<file path="config.mk">
export PLATFORM = sky130hd
export DESIGN_NAME = vga_sync_decoder_flat
export DESIGN_NICKNAME = d
export VERILOG_FILES = /design/src/rtl/vga_sync_decoder_if.sv /design/src/rtl/vga_sync_decoder.sv /design/src/flat_wrapper.sv
export SDC_FILE = /design/constraint.sdc
export NUM_CORES = 1
export LEC_CHECK = 0
export CAP_MARGIN = 20
export CORE_AREA = 3 3 100 102
export CTS_BUF_LIST = sky130_fd_sc_hd__clkbuf_4
export DETAILED_ROUTE_END_ITERATION = 8
export DIE_AREA = 0 0 103 105
export MAX_ROUTING_LAYER = met4
export PLACE_DENSITY = 0.65
export SLEW_MARGIN = 10
export SYNTH_ARGS = -nofsm -noshare
export SYNTH_HDL_FRONTEND = slang
export SYNTH_SLANG_ARGS = --single-unit
</file>
<file path="constraint.sdc">
create_clock -name i_clk -period 7.47 [get_ports i_clk]
set_input_delay 0.747 -clock i_clk [delete_from_list [all_inputs] [get_ports i_clk]]
set_output_delay 0.747 -clock i_clk [all_outputs]
set_load 0.005 [all_outputs]
</file>
<file path="src/rtl/vga_sync_decoder_if.sv">
// vga_sync_decoder_if: VGA receive bus between a raster source (master) and the decoder (slave)
// Signals: pix_stb/hsync/vsync/rgb from the source (syncs active low, rgb = {R,G,B} nibbles);
// x/y/pix_valid/pix_rgb/frame_start/locked/err/frame_crc from the decoder.
interface vga_sync_decoder_if;
  logic        pix_stb;
  logic        hsync;
  logic        vsync;
  logic [11:0] rgb;
  logic [9:0]  x;
  logic [9:0]  y;
  logic        pix_valid;
  logic [11:0] pix_rgb;
  logic        frame_start;
  logic        locked;
  logic        err;
  logic [15:0] frame_crc;
  modport master (
    output pix_stb, hsync, vsync, rgb,
    input  x, y, pix_valid, pix_rgb, frame_start, locked, err, frame_crc
  );
  modport slave (
    input  pix_stb, hsync, vsync, rgb,
    output x, y, pix_valid, pix_rgb, frame_start, locked, err, frame_crc
  );
endinterface

</file>
<file path="src/rtl/vga_sync_decoder.sv">
// vga_sync_decoder: recovers pixel x/y from a VGA raster, checks line/frame timing, reports lock/errors
// Ports: i_clk (system clock), i_rst_n (async active-low reset), bus (vga_sync_decoder_if.slave):
//   inputs pix_stb/hsync/vsync/rgb, outputs x/y/pix_valid/pix_rgb/frame_start/locked/err/frame_crc.
// Optional: define VGA_DECODER_CRC_EN for a per-frame CRC-16-CCITT of the valid pixels on frame_crc.
module vga_sync_decoder #(
  parameter int H_ACTIVE    = 640,
  parameter int H_FP        = 16,
  parameter int H_SYNC      = 96,
  parameter int H_BP        = 48,
  parameter int V_ACTIVE    = 480,
  parameter int V_FP        = 10,
  parameter int V_SYNC      = 2,
  parameter int V_BP        = 33,
  parameter int LOCK_FRAMES = 2,
  parameter int TIMEOUT     = 1024
) (
  input logic               i_clk,
  input logic               i_rst_n,
  vga_sync_decoder_if.slave bus
);
  localparam int H_TOTAL = H_ACTIVE + H_FP + H_SYNC + H_BP;
  localparam int V_TOTAL = V_ACTIVE + V_FP + V_SYNC + V_BP;
  localparam int H_START = H_SYNC + H_BP;
  localparam int V_START = V_SYNC + V_BP;
  localparam int GW      = $clog2(LOCK_FRAMES + 1);
  typedef enum logic [1:0] {SEARCH, ALIGN, LOCKED} state_t;
  state_t        state;
  logic [GW-1:0] good;
  logic          hs_q, vs_q, tmo_hold;
  logic [9:0]    hcnt, vcnt, hcnt_n, vcnt_n;
  logic          hfall, hrise, vfall, tmo, viol, active;
  always_comb begin
    hfall  = bus.pix_stb & hs_q & ~bus.hsync;
    hrise  = bus.pix_stb & ~hs_q & bus.hsync;
    vfall  = bus.pix_stb & vs_q & ~bus.vsync;
    hcnt_n = hfall ? '0 : (hcnt == 10'(TIMEOUT - 1)) ? hcnt : hcnt + 10'd1;
    vcnt_n = vfall ? '0 : (hfall && vcnt != '1) ? vcnt + 10'd1 : vcnt;
    // fires once when the line runs to TIMEOUT strobes; tmo_hold mutes it until the next hsync fall
    tmo    = bus.pix_stb & ~hfall & ~tmo_hold & (hcnt == 10'(TIMEOUT - 1));
    // hcnt/vcnt still hold the previous strobe's values, i.e. the length just completed
    viol   = tmo | ((state != SEARCH) &
             ((hfall & (hcnt != 10'(H_TOTAL - 1))) |
              (hrise & (hcnt != 10'(H_SYNC - 1))) |
              (vfall & (~hfall | (vcnt != 10'(V_TOTAL - 1))))));
    active = bus.pix_stb &
             (hcnt_n >= 10'(H_START)) & (hcnt_n < 10'(H_START + H_ACTIVE)) &
             (vcnt_n >= 10'(V_START)) & (vcnt_n < 10'(V_START + V_ACTIVE));
  end
  always_ff @(posedge i_clk or negedge i_rst_n) begin
    if (!i_rst_n) begin
      state           <= SEARCH;
      good            <= '0;
      hs_q            <= 1'b0;
      vs_q            <= 1'b0;
      tmo_hold        <= 1'b0;
      hcnt            <= '0;
      vcnt            <= '0;
      bus.x           <= '0;
      bus.y           <= '0;
      bus.pix_valid   <= 1'b0;
      bus.pix_rgb     <= '0;
      bus.frame_start <= 1'b0;
      bus.locked      <= 1'b0;
      bus.err         <= 1'b0;
    end else begin
      bus.err         <= viol;
      bus.pix_valid   <= active & ~viol & (state == LOCKED);
      bus.frame_start <= 1'b0;
      if (bus.pix_stb) begin
        hs_q     <= bus.hsync;
        vs_q     <= bus.vsync;
        hcnt     <= hcnt_n;
        vcnt     <= vcnt_n;
        tmo_hold <= ~hfall & (tmo_hold | tmo);
      end
      if (active) begin
        bus.x       <= hcnt_n - 10'(H_START);
        bus.y       <= vcnt_n - 10'(V_START);
        bus.pix_rgb <= bus.rgb;
      end
      if (viol) begin
        state      <= SEARCH;
        bus.locked <= 1'b0;
      end else if (vfall) begin
        if (state == SEARCH) begin
          state <= ALIGN;
          good  <= '0;
        end else if (state == LOCKED || int'(good) == LOCK_FRAMES - 1) begin
          state           <= LOCKED;
          bus.locked      <= 1'b1;
          bus.frame_start <= 1'b1;
        end else
          good <= good + GW'(1);
      end
    end
  end
`ifdef VGA_DECODER_CRC_EN
  logic [15:0] crc;
  function automatic logic [15:0] crc_step(input logic [15:0] c, input logic [15:0] d);
    logic [15:0] r;
    r = c;
    for (int i = 15; i >= 0; i--) r = {r[14:0], 1'b0} ^ ((r[15] ^ d[i]) ? 16'h1021 : 16'h0000);
    return r;
  endfunction
  always_ff @(posedge i_clk or negedge i_rst_n) begin
    if (!i_rst_n) begin
      crc           <= 16'hFFFF;
      bus.frame_crc <= '0;
    end else if (vfall) begin
      bus.frame_crc <= crc;
      crc           <= 16'hFFFF;
    end else if (bus.pix_valid)
      crc <= crc_step(crc, {4'h0, bus.pix_rgb});
  end
`else
  assign bus.frame_crc = '0;
`endif
endmodule

</file>
<file path="src/flat_wrapper.sv">
// flat-port wrapper written by rule: the top's interface ports become plain ports
module vga_sync_decoder_flat 
#(
  parameter int H_ACTIVE    = 640,
  parameter int H_FP        = 16,
  parameter int H_SYNC      = 96,
  parameter int H_BP        = 48,
  parameter int V_ACTIVE    = 480,
  parameter int V_FP        = 10,
  parameter int V_SYNC      = 2,
  parameter int V_BP        = 33,
  parameter int LOCK_FRAMES = 2,
  parameter int TIMEOUT     = 1024
)
  (i_clk, i_rst_n, bus_pix_stb, bus_hsync, bus_vsync, bus_rgb, bus_x, bus_y, bus_pix_valid, bus_pix_rgb, bus_frame_start, bus_locked, bus_err, bus_frame_crc);
  vga_sync_decoder_if bus_i ();
  input logic i_clk;
  input logic i_rst_n;
  input wire logic [$bits(bus_i.pix_stb)-1:0] bus_pix_stb;
  input wire logic [$bits(bus_i.hsync)-1:0] bus_hsync;
  input wire logic [$bits(bus_i.vsync)-1:0] bus_vsync;
  input wire logic [$bits(bus_i.rgb)-1:0] bus_rgb;
  output wire logic [$bits(bus_i.x)-1:0] bus_x;
  output wire logic [$bits(bus_i.y)-1:0] bus_y;
  output wire logic [$bits(bus_i.pix_valid)-1:0] bus_pix_valid;
  output wire logic [$bits(bus_i.pix_rgb)-1:0] bus_pix_rgb;
  output wire logic [$bits(bus_i.frame_start)-1:0] bus_frame_start;
  output wire logic [$bits(bus_i.locked)-1:0] bus_locked;
  output wire logic [$bits(bus_i.err)-1:0] bus_err;
  output wire logic [$bits(bus_i.frame_crc)-1:0] bus_frame_crc;
  assign bus_i.pix_stb = bus_pix_stb;
  assign bus_i.hsync = bus_hsync;
  assign bus_i.vsync = bus_vsync;
  assign bus_i.rgb = bus_rgb;
  assign bus_x = bus_i.x;
  assign bus_y = bus_i.y;
  assign bus_pix_valid = bus_i.pix_valid;
  assign bus_pix_rgb = bus_i.pix_rgb;
  assign bus_frame_start = bus_i.frame_start;
  assign bus_locked = bus_i.locked;
  assign bus_err = bus_i.err;
  assign bus_frame_crc = bus_i.frame_crc;
  vga_sync_decoder #(.H_ACTIVE(H_ACTIVE), .H_FP(H_FP), .H_SYNC(H_SYNC), .H_BP(H_BP), .V_ACTIVE(V_ACTIVE), .V_FP(V_FP), .V_SYNC(V_SYNC), .V_BP(V_BP), .LOCK_FRAMES(LOCK_FRAMES), .TIMEOUT(TIMEOUT)) u_core (.i_clk(i_clk), .i_rst_n(i_rst_n), .bus(bus_i));
endmodule
</file>
==> run_results.csv <==
group,metric,value,unit
outcome,status,"finished, final reports clean",
route,ant_nets,0,
final_layout,nets,426,
critical_path,ff2ff_setup_slack,3.32,ns
logic_synthesis,synthFlopType,"dfrtp_1",
cts,clkSinkCount,63,
logic_synthesis,synth_warnings,0,
critical_path,cp.arrival,4.77,ns
logic_synthesis,ys_ff_latch,63,
logic_synthesis,syn_area_per_cell,10.25,µm²
critical_path,worstPathCellList,"clkdlybuf4s50_1 > and3b_1 > a31oi_1 > a311oi_4 > o41ai_2 > a21o_1 > a221oi_4 > buf_4 > mux2_2",
global_routing,grt_pass1_wl,13300,µm
critical_path,crit_path_end_kind,"flip-flop",
route,wl_per_cell,14.97,µm
cts,post_cts_resized,0,
route,avgViaCountPerCell,5.496,
die,initial_core_util,39.66,%
global_routing,grt_pass1_vias,2696,
global_routing,antenna_found_initial,0,
power_and_ir_drop,p_per_area,281.5,mW/mm²
final_layout,antenna_cells,0,
cts,cts.clk_slew.worst_paths,0.11,ns
logic_synthesis,yosysSeqAreaShare,43.22,%
critical_path,cp.required,7.77,ns
route,via_count,2847,
cts,cts_root_buf,"clkbuf_4",
sta,layout_min_cycle_time,4.469,ns
final_layout,area_growth,18.97,%
logic_synthesis,async_flop_share,100.0,%
cts,cts_setup_buffers,0,
die,die_x,103,µm
route,drc,0,
cts,cts_tree,"built",
sta,finalSetupViolCount,0,
placement,dp_hpwl,5508,µm
critical_path,cp-start-kind,"input pin",
die,fp.dieH,105,µm
flow_run,timing.max_cap.violations,0,
cts,cts_max_level,3,
sta,rsz0062_at_grt,"no",
critical_path,r2r-end,"u_core.bus.y[8]",
cts,ctsHoldBuffers,0,
logic_synthesis,synth.distinct_cells,59,
cts,insertion_delay,0.41,ns
critical_path,reg2reg_depth,12,
sta,fmax,223.8,MHz
die,rows,35,
critical_path,crit_type,"in2reg",
critical_path,timing.rr.start,"u_core.hcnt[0]",
die,core,0.009196,mm²
sta,tns,0,ns
critical_path,path_max_fanout,23,
route,first_iter_violations,284,
die,die-area,0.01082,mm²
logic_synthesis,synth-edff-count,0,
cts,cts-buffers-inserted,9,
sta,hold_viol,0,
hold_path,min_path_type,"in2async",
global_routing,grt_usage,15.94,%
global_routing,overflow,0,
logic_synthesis,netlist_area,0.003647,mm²
route,wl,7756,µm
sta,post-route-period-util,59.83,%
die,ios,69,
placement,gp_congestion,0.9050,
placement,port_buffers,52,
cts,clk_path_buf_depth,2,
critical_path,slowest_stage,"clkdlybuf4s50_1",
final_layout,drive_above_1_share,9.582,%
placement,placed_area,0.004151,mm²
power_and_ir_drop,p_leak,1.848,nW
critical_path,max_stage_delay,0.92,ns
sta,slew_viol_final,0,
global_routing,grt_max_degree,64,
sta,worstMarginPinSlew,0.7961,ns
final_layout,finalInstanceArea,0.004339,mm²
sta,max_slew_margin,46.92,%
sta,finalClockSkew,0.01346,ns
power_and_ir_drop,max-vdd-ir-drop,0.1616,mV
route,first_pass_iters,5,
logic_synthesis,synth_cells,356,
state kept, by name, indices dropped and copies added (netlist names), 2 cells and up:
name                flops
u_core.bus.pix_rgb     12
u_core.bus.x           10
u_core.bus.y           10
u_core.good             2
u_core.hcnt            10
u_core.state            2
u_core.vcnt            10
worst max-delay path by stage:
stage | from | end | slack (ns)
after floorplan | bus_pix_stb | u_core.bus.y[6] | 4.12
after global placement | bus_pix_stb | u_core.bus.pix_rgb[1] | 2.67
after detailed placement | bus_pix_stb | u_core.bus.pix_rgb[1] | 2.56
after CTS | bus_pix_stb | u_core.bus.y[8] | 3.00
after global routing | bus_pix_stb | u_core.bus.x[6] | 2.80
final | bus_pix_stb | u_core.bus.y[8] | 3.00
power breakdown:
| part | switching [W] | internal (W) | total [W] |
|---|---|---|---|
| Combinational | 0.000154 | 0.000239 | 0.000393 |
| Sequential | 0.0000806 | 0.000443 | 0.000523 |
| Clock | 0.000135 | 0.000171 | 0.000305 |
| Total | 0.000369 | 0.000852 | 0.00122 |
cells in the mapped netlist (all sizes together), types with 5 or more instances:
cell,count,area (µm²)
clkbuf,7,28.78
o21ai,9,45.04
nand4,8,56.30
nand2,23,86.33
nor4,6,37.54
nand3,9,45.04
inv,9,33.78
a31oi,5,31.28
and4,8,70.07
a21oi,17,85.08
nor2,35,131.4
nor3,12,70.07
ha,7,87.58
dfrtp,63,1577
buf,28,200.2
mux2,37,416.7
xnor2,10,87.58
mux2i,6,60.06
through the flow:
step	worst slack, ns	utilization, %	std cells	hold WS [ns]	power [W]
detailed placement	2.555	45.14	502	0.4740	0.0009265
floorplan	4.116	-	371	0.4514	0.0007099
CTS	2.995	47.18	518	0.5029	0.001240
finish	3.001	47.18	518	0.4955	0.001222
global placement	2.668	45.14	502	0.4685	0.0009187
global route	2.805	47.18	518	0.5257	0.001311
cell families (layout without fill, tap and decap cells):
group / Yosys count / in the layout / share of synthesized area, %
and+or+nand+nor: 121 / 121 / 18.01
AOI/OAI and AO/OA: 64 / 64 / 13.00
xor gates and xnor gates: 12 / 12 / 2.882
other: 1 / 16 / 0.1028
adders and majority gates: 7 / 7 / 2.401
muxes: 43 / 43 / 13.07
buffers and inverters: 45 / 81 / 7.307
DFF: 63 / 63 / 43.22
layout by cell type, fill, tap and decap left out, types with 3 or more instances in the layout:
cell / count
a21o_1: 3
a21oi_1: 17
a31oi_1: 5
a41oi_1: 3
and2_1: 3
and3b_1: 3
and4_1: 8
buf_4: 3
bufinv_16: 3
clkbuf_4: 9
clkdlybuf4s50_1: 51
conb_1: 16
dfrtp_1: 63
ha_1: 7
inv_1: 9
mux2_1: 27
mux2_2: 10
mux2i_1: 6
nand2_1: 23
nand3_1: 9
nand4_1: 7
nor2_1: 35
nor3_1: 10
nor4_1: 6
o21ai_0: 9
o22ai_1: 3
o2bb2ai_1: 3
or3_1: 3
xnor2_1: 10
critical path: cells and delay by family:
kind                   cells  cell delay (ns)
AO/OA/AOI/OAI              5             1.69
AND/OR/NAND/NOR            1             0.62
buffers and inverters      2             1.35
multiplexers               1             0.37
per-layer routing:
metal	routed length [µm]	track usage, %	share of wire, %	up-vias
li1	-	-	-	1366
met1	3563	21.96	46	1348
met2	3513	22.46	45	122
met3	563	4.473	7.3	11
met4	116	5.458	1.5	0
met5	0	-	0	-
area by class of cell:
| type | instances | area, µm² |
|---|---|---|
| multi-input combinational | 263 | 1861 |
| timing repair buffer | 55 | 538.0 |
| clock inverter | 7 | 120.1 |
| tap | 111 | 138.9 |
| clock buffer | 9 | 67.56 |
| inverter | 10 | 37.54 |
| fill | 851 | 4857 |
| sequential | 63 | 1577 |
Power figures use the tool's default switching activity.
